File: src/rtl/pipe_vect_skid.sv
// rtl/pipe_vect_skid.sv - elastic SIMD inter-stage register with 2-entry skid buffer
// Optional statistics counters are built when PIPE_VECT_SKID_STATS_EN is defined.
module pipe_vect_skid #(
  parameter int ctrlSize = 33,
  parameter int regSize  = 16,
  parameter int vecSize  = 4,
  parameter int numVec   = 3
) (
  input  logic                                clk,
  input  logic                                rst,
  input  logic                                flush,
  input  logic                                inValid,
  output logic                                inReady,
  input  logic [ctrlSize-1:0]                 inCtrl,
  input  logic [numVec*vecSize*regSize-1:0]   inVec,
  input  logic [vecSize-1:0]                  inLaneMask,
  output logic                                outValid,
  input  logic                                outReady,
  output logic [ctrlSize-1:0]                 outCtrl,
  output logic [numVec*vecSize*regSize-1:0]   outVec,
  output logic [vecSize-1:0]                  outLaneMask,
  output logic [31:0]                         stallCount,
  output logic [31:0]                         xferCount
);

  localparam int VW = numVec * vecSize * regSize;

  typedef enum logic [1:0] {
    EMPTY = 2'd0,
    ONE   = 2'd1,
    FULL  = 2'd2
  } state_t;

  state_t                state_q, state_d;
  logic                  ready_q, ready_d;
  logic [ctrlSize-1:0]   main_ctrl_q, main_ctrl_d, skid_ctrl_q, skid_ctrl_d;
  logic [VW-1:0]         main_vec_q, main_vec_d, skid_vec_q, skid_vec_d;
  logic [vecSize-1:0]    main_mask_q, main_mask_d, skid_mask_q, skid_mask_d;
  logic [VW-1:0]         in_vec_m;
  logic                  out_valid;
  logic                  accept;
  logic                  consume;

  assign out_valid = (state_q != EMPTY);
  assign accept    = inValid & ready_q;
  assign consume   = out_valid & outReady;

  // Dead lanes are zeroed once at capture so the stored entry is already clean.
  always_comb begin
    in_vec_m = inVec;
    for (int v = 0; v < numVec; v++) begin
      for (int l = 0; l < vecSize; l++) begin
        if (!inLaneMask[l]) begin
          in_vec_m[(v*vecSize+l)*regSize +: regSize] = '0;
        end
      end
    end
  end

  always_comb begin
    state_d     = state_q;
    main_ctrl_d = main_ctrl_q;
    main_vec_d  = main_vec_q;
    main_mask_d = main_mask_q;
    skid_ctrl_d = skid_ctrl_q;
    skid_vec_d  = skid_vec_q;
    skid_mask_d = skid_mask_q;
    if (flush) begin
      state_d = EMPTY;
    end else begin
      case (state_q)
        EMPTY: begin
          if (accept) begin
            main_ctrl_d = inCtrl;
            main_vec_d  = in_vec_m;
            main_mask_d = inLaneMask;
            state_d     = ONE;
          end
        end
        ONE: begin
          if (accept && consume) begin
            main_ctrl_d = inCtrl;
            main_vec_d  = in_vec_m;
            main_mask_d = inLaneMask;
          end else if (accept) begin
            skid_ctrl_d = inCtrl;
            skid_vec_d  = in_vec_m;
            skid_mask_d = inLaneMask;
            state_d     = FULL;
          end else if (consume) begin
            state_d = EMPTY;
          end
        end
        FULL: begin
          if (consume) begin
            main_ctrl_d = skid_ctrl_q;
            main_vec_d  = skid_vec_q;
            main_mask_d = skid_mask_q;
            state_d     = ONE;
          end
        end
        default: state_d = EMPTY;
      endcase
    end
    ready_d = (state_d != FULL);
  end

  always_ff @(posedge clk or negedge rst) begin
    if (!rst) begin
      state_q <= EMPTY;
      ready_q <= 1'b1;
    end else begin
      state_q <= state_d;
      ready_q <= ready_d;
    end
  end

  // Payload is qualified by the state, so it carries no reset.
  always_ff @(posedge clk) begin
    main_ctrl_q <= main_ctrl_d;
    main_vec_q  <= main_vec_d;
    main_mask_q <= main_mask_d;
    skid_ctrl_q <= skid_ctrl_d;
    skid_vec_q  <= skid_vec_d;
    skid_mask_q <= skid_mask_d;
  end

  assign inReady     = ready_q;
  assign outValid    = out_valid;
  assign outCtrl     = out_valid ? main_ctrl_q : '0;
  assign outVec      = out_valid ? main_vec_q  : '0;
  assign outLaneMask = out_valid ? main_mask_q : '0;

`ifdef PIPE_VECT_SKID_STATS_EN
  logic [31:0] stall_q, stall_d, xfer_q, xfer_d;

  always_comb begin
    stall_d = stall_q;
    xfer_d  = xfer_q;
    if (flush) begin
      stall_d = '0;
      xfer_d  = '0;
    end else begin
      if (out_valid && !outReady && (stall_q != 32'hFFFF_FFFF)) begin
        stall_d = stall_q + 32'd1;
      end
      if (consume && (xfer_q != 32'hFFFF_FFFF)) begin
        xfer_d = xfer_q + 32'd1;
      end
    end
  end

  always_ff @(posedge clk or negedge rst) begin
    if (!rst) begin
      stall_q <= '0;
      xfer_q  <= '0;
    end else begin
      stall_q <= stall_d;
      xfer_q  <= xfer_d;
    end
  end

  assign stallCount = stall_q;
  assign xferCount  = xfer_q;
`else
  assign stallCount = '0;
  assign xferCount  = '0;
`endif

endmodule

File: config.mk
export PLATFORM = sky130hd
export DESIGN_NAME = pipe_vect_skid
export DESIGN_NICKNAME = d
export VERILOG_FILES = /design/src/rtl/pipe_vect_skid.sv
export SDC_FILE = /design/constraint.sdc
export NUM_CORES = 1
export LEC_CHECK = 0
export ABC_CLOCK_PERIOD_IN_PS = 17090
export BUFFER_PORTS_ARGS = -buffer_cell sky130_fd_sc_hd__buf_2
export CAP_MARGIN = 20
export CORE_AREA = 2 2 207 209
export CTS_CLUSTER_DIAMETER = 200
export DETAILED_ROUTE_END_ITERATION = 10
export DIE_AREA = 0 0 209 211
export GPL_TIMING_DRIVEN = 0
export HOLD_SLACK_MARGIN = 0.1
export PLACE_DENSITY = 0.75
export SYNTH_ARGS = -nofsm -noshare
export SYNTH_HDL_FRONTEND = slang
export SYNTH_SLANG_ARGS = --single-unit
File: constraint.sdc
create_clock -name clk -period 17.09 [get_ports clk]
set_input_delay 2.5635 -clock clk [delete_from_list [all_inputs] [get_ports clk]]
set_output_delay 2.5635 -clock clk [all_outputs]
set_load 0.01 [all_outputs]
==> results.sh, run 1 <==
export IMPL_cp_end_kind="primary output"
export IMPL_r2r_end="main_vec_q[98]"
export IMPL_pre_cts_ws_ns=12.26
export IMPL_area_growth_pct=24.6
export IMPL_grt_pass1_wl_microns=76200
export IMPL_drtPass1Iterations=5
export IMPL_synthXorXnorAreaFrac_pct=0
export IMPL_met1_usage_pct=26.7
export IMPL_crit_family="buffers and inverters"
export IMPL_fmax_ghz=0.215
export IMPL_slew_headroom_pct=57.6
export IMPL_netlist_top_cells_area="edfxtp_1, nand2_1, and2_1"
export IMPL_ys_seq_area_share_pct=67.1
export IMPL_htreeDepth=2
export IMPL_clock_skew_ns=0.00990
export IMPL_post_cts_setup_buffers=0
export IMPL_min_to="main_vec_q[166]"
export IMPL_slew_violations=0
export IMPL_die_y_microns=211
export IMPL_ant_nets=0
export IMPL_cap_viol_max_count=0
export IMPL_synth_top_area_cell="edfxtp_1"
export IMPL_synth_mux_area_share_pct=0.0486
export IMPL_grt_usage_pct=22.8
export IMPL_grt_busiest_layer="met2"
export IMPL_clockRootBuffer="clkbuf_16"
export IMPL_arrival_ns=2.08
export IMPL_drive_gt1_share_pct=32.1
export IMPL_yosysWarnings=0
export IMPL_reg2reg_depth=7
export IMPL_path_cells="or2_1, buf_6, buf_8, buf_6, and2_1, buf_2"
export IMPL_viasPerCell=4.73
export IMPL_use_met2_pct=39.3
export IMPL_crit_path_max_incr_delay_ns=0.45
export IMPL_clk_pin_slew_ns=0.06
export IMPL_routed_wl_microns=51200
export IMPL_top_level_ports=529
export IMPL_dp_hpwl_microns=37700
export IMPL_synth_seq_cells=461
export IMPL_synth_fa_ha_area_share_pct=0
export IMPL_critPathBufInv=4
export IMPL_synth_avg_cell_area_sq_um=11.8
export IMPL_min_period_ns=4.64
export IMPL_io_buffers=464
export IMPL_finalCritPeriodShare_pct=27.2
export IMPL_post_cts_resized=0
export IMPL_die_area_sq_um=44100
export IMPL_start_util_pct=49.3
export IMPL_fill_cells=3391
export IMPL_gp_congestion=0.808
export IMPL_required_ns=14.53
export IMPL_worstHoldPathType="reg -> reg"
export IMPL_tns_ns=0
export IMPL_wl_per_cell_microns=17.5
export IMPL_grt_max_degree=58
export IMPL_synth_most_common_cell="nand2_1"
export IMPL_power_mw=2.62
export IMPL_synth_top_family_by_area="simple AND/OR/NAND/NOR gates"
export IMPL_rsz0062_at_grt="no"
export IMPL_yosys_top_cells_count="nand2_1, edfxtp_1, and2_1"
export IMPL_ys_async_sr_fraction_pct=0.651
export IMPL_clock_latency_ns=0.56
export IMPL_syn_instance_count=1749
export IMPL_setup_violations=0
export IMPL_synthDistinctLibCells=24
export IMPL_final_hold_violation_count=0
export IMPL_leakage_nw=11.4
export IMPL_grt_ovfl_total=0
export IMPL_setup_ws_ns=12.45
export IMPL_reg2reg_slack_ns=14.40
export IMPL_synth_area_sq_um=20600
export IMPL_min_delay_path_depth=2
export IMPL_grtUsageMet3_pct=6.76
export IMPL_vias=13800
export IMPL_crit_top_cell="buf_6"
export IMPL_cts_made_buffers=47
export IMPL_worstSetupStartpointType="register"
export IMPL_die_w_microns=209
export IMPL_clk_path_buf_depth=3
export IMPL_synth_edf_count=458
export IMPL_hp_start="skid_vec_q[166]"
export IMPL_p_per_area_nw_per_um2=102
export IMPL_grt_antenna_before_repair=25
export IMPL_tightest_slew_ns=0.636
export IMPL_path_max_fanout=10
export IMPL_r2r_start="inReady"
export IMPL_vdd_drop_max_mv=0.0894
export IMPL_cts_tree="built"
export IMPL_synth_compound_area_share_pct=0.170
export IMPL_yosys_area_share_simple_pct=26.6
export IMPL_fin_nets=2572
export IMPL_multi_input_area_sq_um=5780
export IMPL_final_util_pct=61.5
export IMPL_drcViolationCount=0
export IMPL_ys_flop_type="edfxtp_1"
export IMPL_clock_sinks=461
export IMPL_critPathSlowestCell="dfrtp_1"
export IMPL_cts_hold_buf=0
export IMPL_initialDrtViolationCount=693
export IMPL_fin_hold_ws_ns=0.505
export IMPL_ff_latch_area_sq_um=13800
export IMPL_first_global_vias=13600
export IMPL_coreArea_sq_um=41800
export IMPL_synth_top_cell_area_share_pct=66.8
export IMPL_fp_row_count=75
export IMPL_criticalPathCategory="reg -> out"
export IMPL_status="finished, final reports clean"
worst max-delay path by stage:
| stage | cells past startpoint | endpoint | slack, ns | from |
|---|---|---|---|---|
| 6_report | 6 | outVec[112] | 12.45 | state_q[1] |
| 5_1_grt | 6 | outVec[149] | 12.35 | state_q[1] |
| 4_1_cts | 6 | outVec[150] | 12.41 | state_q[1] |
| 3_5_place_dp | 8 | main_vec_q[101] | 12.26 | outReady |
| 3_3_place_gp | 4 | main_vec_q[107] | -3.51 | inValid |
| 2_1_floorplan | 3 | main_ctrl_q[0] | 2.20 | inValid |
power by group:
| part | leakage, nW | switching [mW] | total [mW] | internal, mW |
|---|---|---|---|---|
| clock | 0.719 | 0.413 | 0.992 | 0.579 |
| sequential | 4.31 | 0.0100 | 1.31 | 1.30 |
| combinational | 6.40 | 0.178 | 0.326 | 0.147 |
sequential cells by signal (all words and copies together) (netlist names):
signal       cells
skid_mask_q      4
skid_vec_q     192
main_vec_q     192
inReady          1
skid_ctrl_q     33
main_mask_q      4
main_ctrl_q     33
state_q          2
cell families (layout without fill, tap and decap cells):
| logic type | Yosys count | count (layout) |
|---|---|---|
| buf+inv | 162 | 720 |
| compound gates | 5 | 5 |
| mux | 1 | 1 |
| simple gates | 1119 | 1119 |
| flops | 461 | 461 |
| other cells | 1 | 83 |
placed cells by master (no fill, tap or decap), types with 2 or more instances in the layout:
| cell type | netlist | final |
|---|---|---|
| and2_1 | 341 | 341 |
| and2_4 | 80 | 80 |
| buf_12 | 0 | 7 |
| buf_16 | 0 | 6 |
| buf_2 | 25 | 489 |
| buf_4 | 68 | 68 |
| buf_6 | 44 | 44 |
| bufinv_16 | 0 | 4 |
| clkbuf_1 | 24 | 32 |
| clkbuf_16 | 0 | 49 |
| clkinv_1 | 0 | 11 |
| clkinv_2 | 0 | 8 |
| conb_1 | 1 | 64 |
| dfrtp_1 | 2 | 2 |
| diode_2 | 0 | 19 |
| edfxtp_1 | 458 | 458 |
| nand2_1 | 689 | 689 |
| nor2b_1 | 2 | 2 |
worst reg2reg max path, stage by stage (launching register included):
cell and delay [ns]:
dfstp_2 0.54, nand2_1 0.08, or3_1 0.41, a21oi_4 0.43, buf_16 0.24, buf_12 0.21
buf_12 0.23, buf_12 0.24
stage by stage:
stage                     cell area, sq um  instances
final                                25700       2928
after global routing                 25600       2920
after CTS                            25600       2909
after detailed placement             24200       2828
after global placement               23800       2815
after floorplan                      20800       1812
final cells by class:
class / instances / share of cell area [%]
flip-flops and latches: 461 / 53.9
well taps: 539 / 2.63
repair buffers: 477 / 10.2
clock inverters: 24 / 0.814
diodes: 19 / 0.185
multi-input cells: 1189 / 22.5
clock buffers: 57 / 4.89
plain buffers: 162 / 4.82
layer usage:
metal	routed length, microns	up-vias
met1	19900	6465
met2	25800	452
li1	-	6803
met4	1470	20
met3	3930	103
met5	142	-
(Power assumes the default switching activity.)
==> run 2, diff against run 1 <==
--- a/config.mk
+++ b/config.mk
@@ -5,7 +5,7 @@
 export SDC_FILE = /design/constraint.sdc
 export NUM_CORES = 1
 export LEC_CHECK = 0
-export ABC_CLOCK_PERIOD_IN_PS = 17090
+export ABC_CLOCK_PERIOD_IN_PS = 4600
 export BUFFER_PORTS_ARGS = -buffer_cell sky130_fd_sc_hd__buf_2
 export CAP_MARGIN = 20
 export CORE_AREA = 2 2 207 209
==> constraint.sdc (replaced) <==
create_clock -name clk -period 4.6 [get_ports clk]
set_input_delay 0.69 -clock clk [delete_from_list [all_inputs] [get_ports clk]]
set_output_delay 0.69 -clock clk [all_outputs]
set_load 0.01 [all_outputs]
==> run 2 against run 1 <==
Sequential share of layout area is 0.079 points lower. Worst hold slack got worse by 0.20 ns. Non-clock buffer count increased by 1.
==> results.sh, run 2 (same netlist as run 1, synthesis figures left out) <==
export IMPL_rsz0062_at_grt="no"
export IMPL_grt_antenna_before_repair=16
export IMPL_status="finished, final reports clean"
export IMPL_reg_top3="main_vec_q: 192 flops, skid_vec_q: 192 flops"
export IMPL_slew_violations=0
export IMPL_drcViolationCount=0
export IMPL_routed_wl_met2_microns=25500
export IMPL_final_hold_violation_count=0
export IMPL_finalCritPeriodShare_pct=60.2
export IMPL_cap_viol_max_count=0
export IMPL_vias=13900
export IMPL_area_growth_pct=24.8
export IMPL_clockRootBuffer="clkbuf_16"
export IMPL_cts_made_buffers=48
export IMPL_wl_met3_microns=4480
export IMPL_htreeDepth=2
export IMPL_drive_gt1_share_pct=32.3
export IMPL_post_cts_resized=0
export IMPL_r2r_start="inReady"
export IMPL_dp_hpwl_microns=37500
export IMPL_die_w_microns=209
export IMPL_pre_cts_ws_ns=1.59
export IMPL_reg2reg_depth=7
export IMPL_criticalPathCategory="reg -> out"
export IMPL_p_per_area_nw_per_um2=382
export IMPL_leakage_nw=11.5
export IMPL_vdd_drop_max_mv=0.342
export IMPL_ant_nets=0
export IMPL_start_util_pct=49.3
export IMPL_worstHoldPathType="in -> reg"
export IMPL_wl_met1_microns=19400
export IMPL_p_clk_share_pct=38.2
export IMPL_min_period_ns=2.77
export IMPL_drtPass1Iterations=5
export IMPL_endpoint="outVec[46]"
export IMPL_sw_frac_of_total_pct=23.3
export IMPL_clock_latency_ns=0.57
export IMPL_final_cell_mix="nand2_1, buf_2, edfxtp_1"
export IMPL_io_buffers=464
export IMPL_final_util_pct=61.5
export IMPL_top_layer_used="met5"
export IMPL_setup_violations=0
export IMPL_slew_headroom_pct=53.5
export IMPL_gp_congestion=0.854
export IMPL_clock_sinks=461
export IMPL_clk_path_buf_depth=3
export IMPL_critPathLaunch="state_q[1]"
export IMPL_die_y_microns=211
export IMPL_required_ns=3.91
export IMPL_arrival_ns=2.08
export IMPL_grt_pass1_wl_microns=76800
export IMPL_tightest_slew_ns=0.697
export IMPL_fp_row_count=75
export IMPL_final_area_sq_um=25700
export IMPL_reg2reg_slack_ns=1.89
export IMPL_setup_ws_ns=1.83
export IMPL_cts_tree="built"
export IMPL_fin_nets=2574
export IMPL_worstSetupStartpointType="register"
export IMPL_final_common_cell="nand2_1"
export IMPL_fmax_ghz=0.361
export IMPL_grt_usage_pct=22.9
export IMPL_grt_max_degree=60
export IMPL_top_level_ports=529
export IMPL_post_place_cells=2828
export IMPL_routed_wl_microns=51200
export IMPL_wl_per_cell_microns=17.5
export IMPL_dpl_cell_area_sq_um=24200
export IMPL_die_area_sq_um=44100
export IMPL_cp_end_kind="primary output"
export IMPL_first_global_vias=13800
export IMPL_pwr_share_comb_pct=12.4
export IMPL_clock_skew_ns=0.0173
export IMPL_initialDrtViolationCount=776
export IMPL_fill_cells=3304
export IMPL_p_sw_mw=2.29
export IMPL_path_max_fanout=10
export IMPL_r2r_end="main_vec_q[53]"
export IMPL_p_int_mw=7.54
export IMPL_fin_hold_ws_ns=0.304
export IMPL_p_seq_share_pct=49.4
export IMPL_fin_cells=2926
export IMPL_grt_ovfl_total=0
export IMPL_coreArea_sq_um=41800
export IMPL_clk_pin_slew_ns=0.06
export IMPL_viasPerCell=4.75
run 2: cell count changes in the layout (fill, tap and decap cells not counted), sizes merged:
cell and change:
clkbuf +1, clkinv +4, clkinvlp +1, diode -9
dlygate4sd3 +1
run 2: repair_timing:
action / CTS / global route
setup buffers: 0 / 0
hold buffers: 1 / 0
hold endpoints to repair: 3 / 0
run 2: layout make-up:
class	instances	area [sq um]	area share (%)
multi-input cells	1189	5800	22.6
flip-flops and latches	461	13800	53.8
plain buffers	162	1240	4.81
clock inverters	29	243	0.944
well taps	539	674	2.62
repair buffers	478	2640	10.3
diodes	10	25.0	0.0974
clock buffers	58	1260	4.90
run 2: power by group through the flow:
stage	Combinational, mW	Sequential (mW)	Clock [mW]
2_1_floorplan	0.723	4.95	0
5_1_grt	1.33	4.87	3.99
3_5_place_dp	1.22	4.94	0
4_1_cts	1.23	4.86	3.82
6_report	1.21	4.86	3.76
3_3_place_gp	1.16	4.98	0
run 2: metrics by stage:
stage,TNS [ns],power [mW]
6_report,0,9.83
4_1_cts,0,9.91
3_5_place_dp,0,6.16
5_1_grt,0,10.2
2_1_floorplan,-163.07,5.68
3_3_place_gp,-848.98,6.14
run 2: worst max-delay path, stage by stage (launching register included):
cell and delay [ns]:
dfrtp_1 0.45, or2_1 0.26, buf_6 0.14, buf_6 0.16, buf_6 0.16, and2_4 0.16
buf_2 0.15
run 2: worst min-delay path by stage:
stage	startpoint	end	slack, ns	cells after the start
6_report	inCtrl[29]	skid_ctrl_q[29]	0.30	1
3_5_place_dp	rst	state_q[1]	0.49	1
4_1_cts	inCtrl[28]	skid_ctrl_q[28]	0.26	1
2_1_floorplan	rst	state_q[0]	0.39	0
5_1_grt	inCtrl[28]	skid_ctrl_q[28]	0.28	1
3_3_place_gp	rst	state_q[0]	0.49	1
run 2: layer usage:
metal,GRT usage (%),up-vias
met5,0,-
li1,-,6806
met3,6.85,96
met1,27.3,6469
met4,8.94,12
met2,39.2,522
==> run 3, diff against run 2 <==
==> config.mk (replaced) <==
export PLATFORM = sky130hd
export DESIGN_NAME = pipe_vect_skid
export DESIGN_NICKNAME = d
export VERILOG_FILES = /design/src/rtl/pipe_vect_skid.sv
export SDC_FILE = /design/constraint.sdc
export NUM_CORES = 1
export LEC_CHECK = 0
export ABC_AREA = 1
export ABC_CLOCK_PERIOD_IN_PS = 2550
export BUFFER_PORTS_ARGS = -buffer_cell sky130_fd_sc_hd__buf_2
export CAP_MARGIN = 20
export CORE_AREA = 2 2 204 206
export CTS_CLUSTER_DIAMETER = 200
export DETAILED_ROUTE_END_ITERATION = 10
export DIE_AREA = 0 0 206 208
export GPL_TIMING_DRIVEN = 0
export HOLD_SLACK_MARGIN = 0.1
export PLACE_DENSITY = 0.76
export SYNTH_ARGS = -nofsm -noshare
export SYNTH_HDL_FRONTEND = slang
export SYNTH_SLANG_ARGS = --single-unit
==> constraint.sdc (replaced) <==
create_clock -name clk -period 2.55 [get_ports clk]
set_input_delay 0.3825 -clock clk [delete_from_list [all_inputs] [get_ports clk]]
set_output_delay 0.3825 -clock clk [all_outputs]
set_load 0.01 [all_outputs]
==> run 3 against run 2 <==
Cell count rose by 15%. Utilization rose by 5.8 points. Clock-buffer cell count fell by 6. Routed wire length rose by 16%. Register-to-register slack got worse by 1.8 ns. Clock power rose by 84%. Sequential power rose by 82%. Via count rose by 18%. Critical path type unchanged.
==> results.sh, run 3 <==
export IMPL_gp_congestion=0.856
export IMPL_coreArea_sq_um=40600
export IMPL_synth_edf_count=458
export IMPL_cts_tree="built"
export IMPL_fp_row_count=74
export IMPL_initialDrtViolationCount=1145
export IMPL_synth_area_sq_um=20200
export IMPL_post_place_cells=3059
export IMPL_reg_top3="main_vec_q: 192 flops, skid_vec_q: 192 flops"
export IMPL_yosys_top_cells_count="nand2_1, edfxtp_1, inv_1"
export IMPL_drtPass1Iterations=5
export IMPL_required_ns=2.17
export IMPL_final_util_pct=67.4
export IMPL_die_w_microns=206
export IMPL_grt_antenna_before_repair=4
export IMPL_clk_pin_slew_ns=0.06
export IMPL_min_period_ns=2.45
export IMPL_clock_latency_ns=0.58
export IMPL_grt_ovfl_total=0
export IMPL_synth_most_common_cell="nand2_1"
export IMPL_arrival_ns=2.07
export IMPL_tns_ns=0
export IMPL_die_y_microns=208
export IMPL_rsz0062_at_grt="no"
export IMPL_netlist_top_cells_area="edfxtp_1, nand2_1, inv_1"
export IMPL_synth_top_area_cell="edfxtp_1"
export IMPL_vias=16400
export IMPL_setup_violations=0
export IMPL_grt_max_degree=35
export IMPL_synth_seq_cells=461
export IMPL_ant_nets=0
export IMPL_die_area_sq_um=42800
export IMPL_slew_headroom_pct=49.4
export IMPL_routed_wl_microns=59200
export IMPL_io_buffers=464
export IMPL_cts_made_buffers=48
export IMPL_clockRootBuffer="clkbuf_16"
export IMPL_fin_cells=3352
export IMPL_finalCritPeriodShare_pct=96.2
export IMPL_final_hold_violation_count=0
export IMPL_path_max_fanout=10
export IMPL_grt_pass1_wl_microns=89000
export IMPL_synthDistinctLibCells=19
export IMPL_final_common_cell="buf_2"
export IMPL_clock_sinks=461
export IMPL_tightest_slew_ns=0.757
export IMPL_drive_gt1_share_pct=24.6
export IMPL_htreeDepth=2
export IMPL_start_util_pct=49.7
export IMPL_cp_end_kind="primary output"
export IMPL_slew_violations=0
export IMPL_synth_top_cell_area_share_pct=68.2
export IMPL_cap_viol_max_count=0
export IMPL_leakage_nw=13.4
export IMPL_pre_cts_ws_ns=-0.0326
export IMPL_ys_async_sr_fraction_pct=0.651
export IMPL_fill_cells=2851
export IMPL_viasPerCell=4.90
export IMPL_setup_ws_ns=0.0959
export IMPL_worstHoldPathType="in -> reg"
export IMPL_clk_path_buf_depth=3
export IMPL_synth_avg_cell_area_sq_um=10.2
export IMPL_final_cell_mix="buf_2, nand2_1, edfxtp_1"
export IMPL_first_global_vias=16700
export IMPL_drcViolationCount=0
export IMPL_ys_flop_type="edfxtp_1"
export IMPL_criticalPathCategory="reg -> out"
export IMPL_vdd_drop_max_mv=0.734
export IMPL_wl_per_cell_microns=17.6
export IMPL_grt_usage_pct=27.1
export IMPL_status="finished, final reports clean"
export IMPL_worstSetupStartpointType="register"
export IMPL_area_growth_pct=35.5
export IMPL_yosysWarnings=0
export IMPL_fmax_ghz=0.407
export IMPL_clock_skew_ns=0.0186
export IMPL_top_level_ports=529
export IMPL_fin_nets=3016
export IMPL_dp_hpwl_microns=39000
export IMPL_syn_instance_count=1985
export IMPL_ys_seq_area_share_pct=68.6
export IMPL_reg2reg_slack_ns=0.11
export IMPL_p_per_area_nw_per_um2=654
-- run 3: changes by cell type after synthesis, moves of 5 or more --
| cell | previous run | this run |
|---|---|---|
| buf_2 | 25 | 70 |
| o21ai_1 | 0 | 45 |
| o21ai_0 | 0 | 148 |
| nor2_1 | 0 | 235 |
| buf_6 | 44 | 0 |
| clkbuf_1 | 24 | 19 |
| nand2_1 | 689 | 502 |
| inv_1 | 0 | 427 |
| and2_4 | 80 | 0 |
| and2_1 | 341 | 0 |
-- run 3: what timing repair did --
action	in CTS	in global routing
buffers inserted	1	0
setup endpoints to repair	227	39
hold endpoints to repair	240	0
pin swaps	1	0
gates resized for setup	6	1
hold buffers	204	0
-- run 3: per-layer routing --
| layer | routed length [microns] | GRT usage [%] | part of all wire [%] | up-vias |
|---|---|---|---|---|
| met1 | 21300 | 30.9 | 36 | 7627 |
| met5 | 11 | 0 | 0.019 | - |
| met2 | 29700 | 47.9 | 50 | 926 |
| met3 | 5210 | 6.11 | 8.8 | 217 |
| met4 | 2850 | 13.0 | 4.8 | 2 |
| li1 | - | - | - | 7640 |
-- run 3: logic make-up after synthesis --
group           synth area share [%]
compound gates                  4.88
buf+inv                         12.6
flops                           68.6
other cells                   0.0186
simple gates                    13.9
-- run 3: per-stage QoR --
step	hold slack (ns)	total power, mW	instance area (sq um)
5_1_grt	0.116	18.4	27300
2_1_floorplan	0.0869	9.98	20400
3_5_place_dp	0.194	10.8	23700
4_1_cts	0.101	17.9	27300
3_3_place_gp	0.191	10.7	23400
6_report	0.118	17.9	27300
-- run 3: worst paths after layout --
path                                 from         endpoint  depth (start not counted)
setup / recovery               state_q[1]       outVec[97]                          5
hold / removal                 inVec[107]  skid_vec_q[107]                          3
setup reg to reg                  inReady  skid_vec_q[137]                          6
hold reg to reg            skid_mask_q[3]   main_mask_q[3]                          2
max in group asynchronous             rst          inReady                          2
min in group asynchronous             rst       state_q[1]                          2
-- run 3: final cells by class --
type	instances	area [sq um]	area share, %
flip-flops and latches	461	13800	50.6
repair buffers	684	4690	17.2
multi-input cells	1000	4050	14.8
inverters	429	1610	5.90
clock buffers	52	1240	4.53
plain buffers	158	951	3.48
well taps	532	666	2.44
clock inverters	33	279	1.02
diodes	3	7.51	0.0275
-- run 3: power breakdown --
part           total (mW)  leakage [nW]  internal (mW)  switching, mW
registers            8.83          4.31           8.74         0.0917
clock network        6.90         0.743           3.98           2.91
logic                2.13          8.39          0.865           1.27
total                17.9          13.4           13.6           4.27
-- run 3: critical path: stages, from the launching register on --
cell and delay, ns:
dfrtp_1 0.46, nor2_4 0.22, buf_6 0.24, buf_2 0.31, nor2_1 0.11, buf_2 0.15
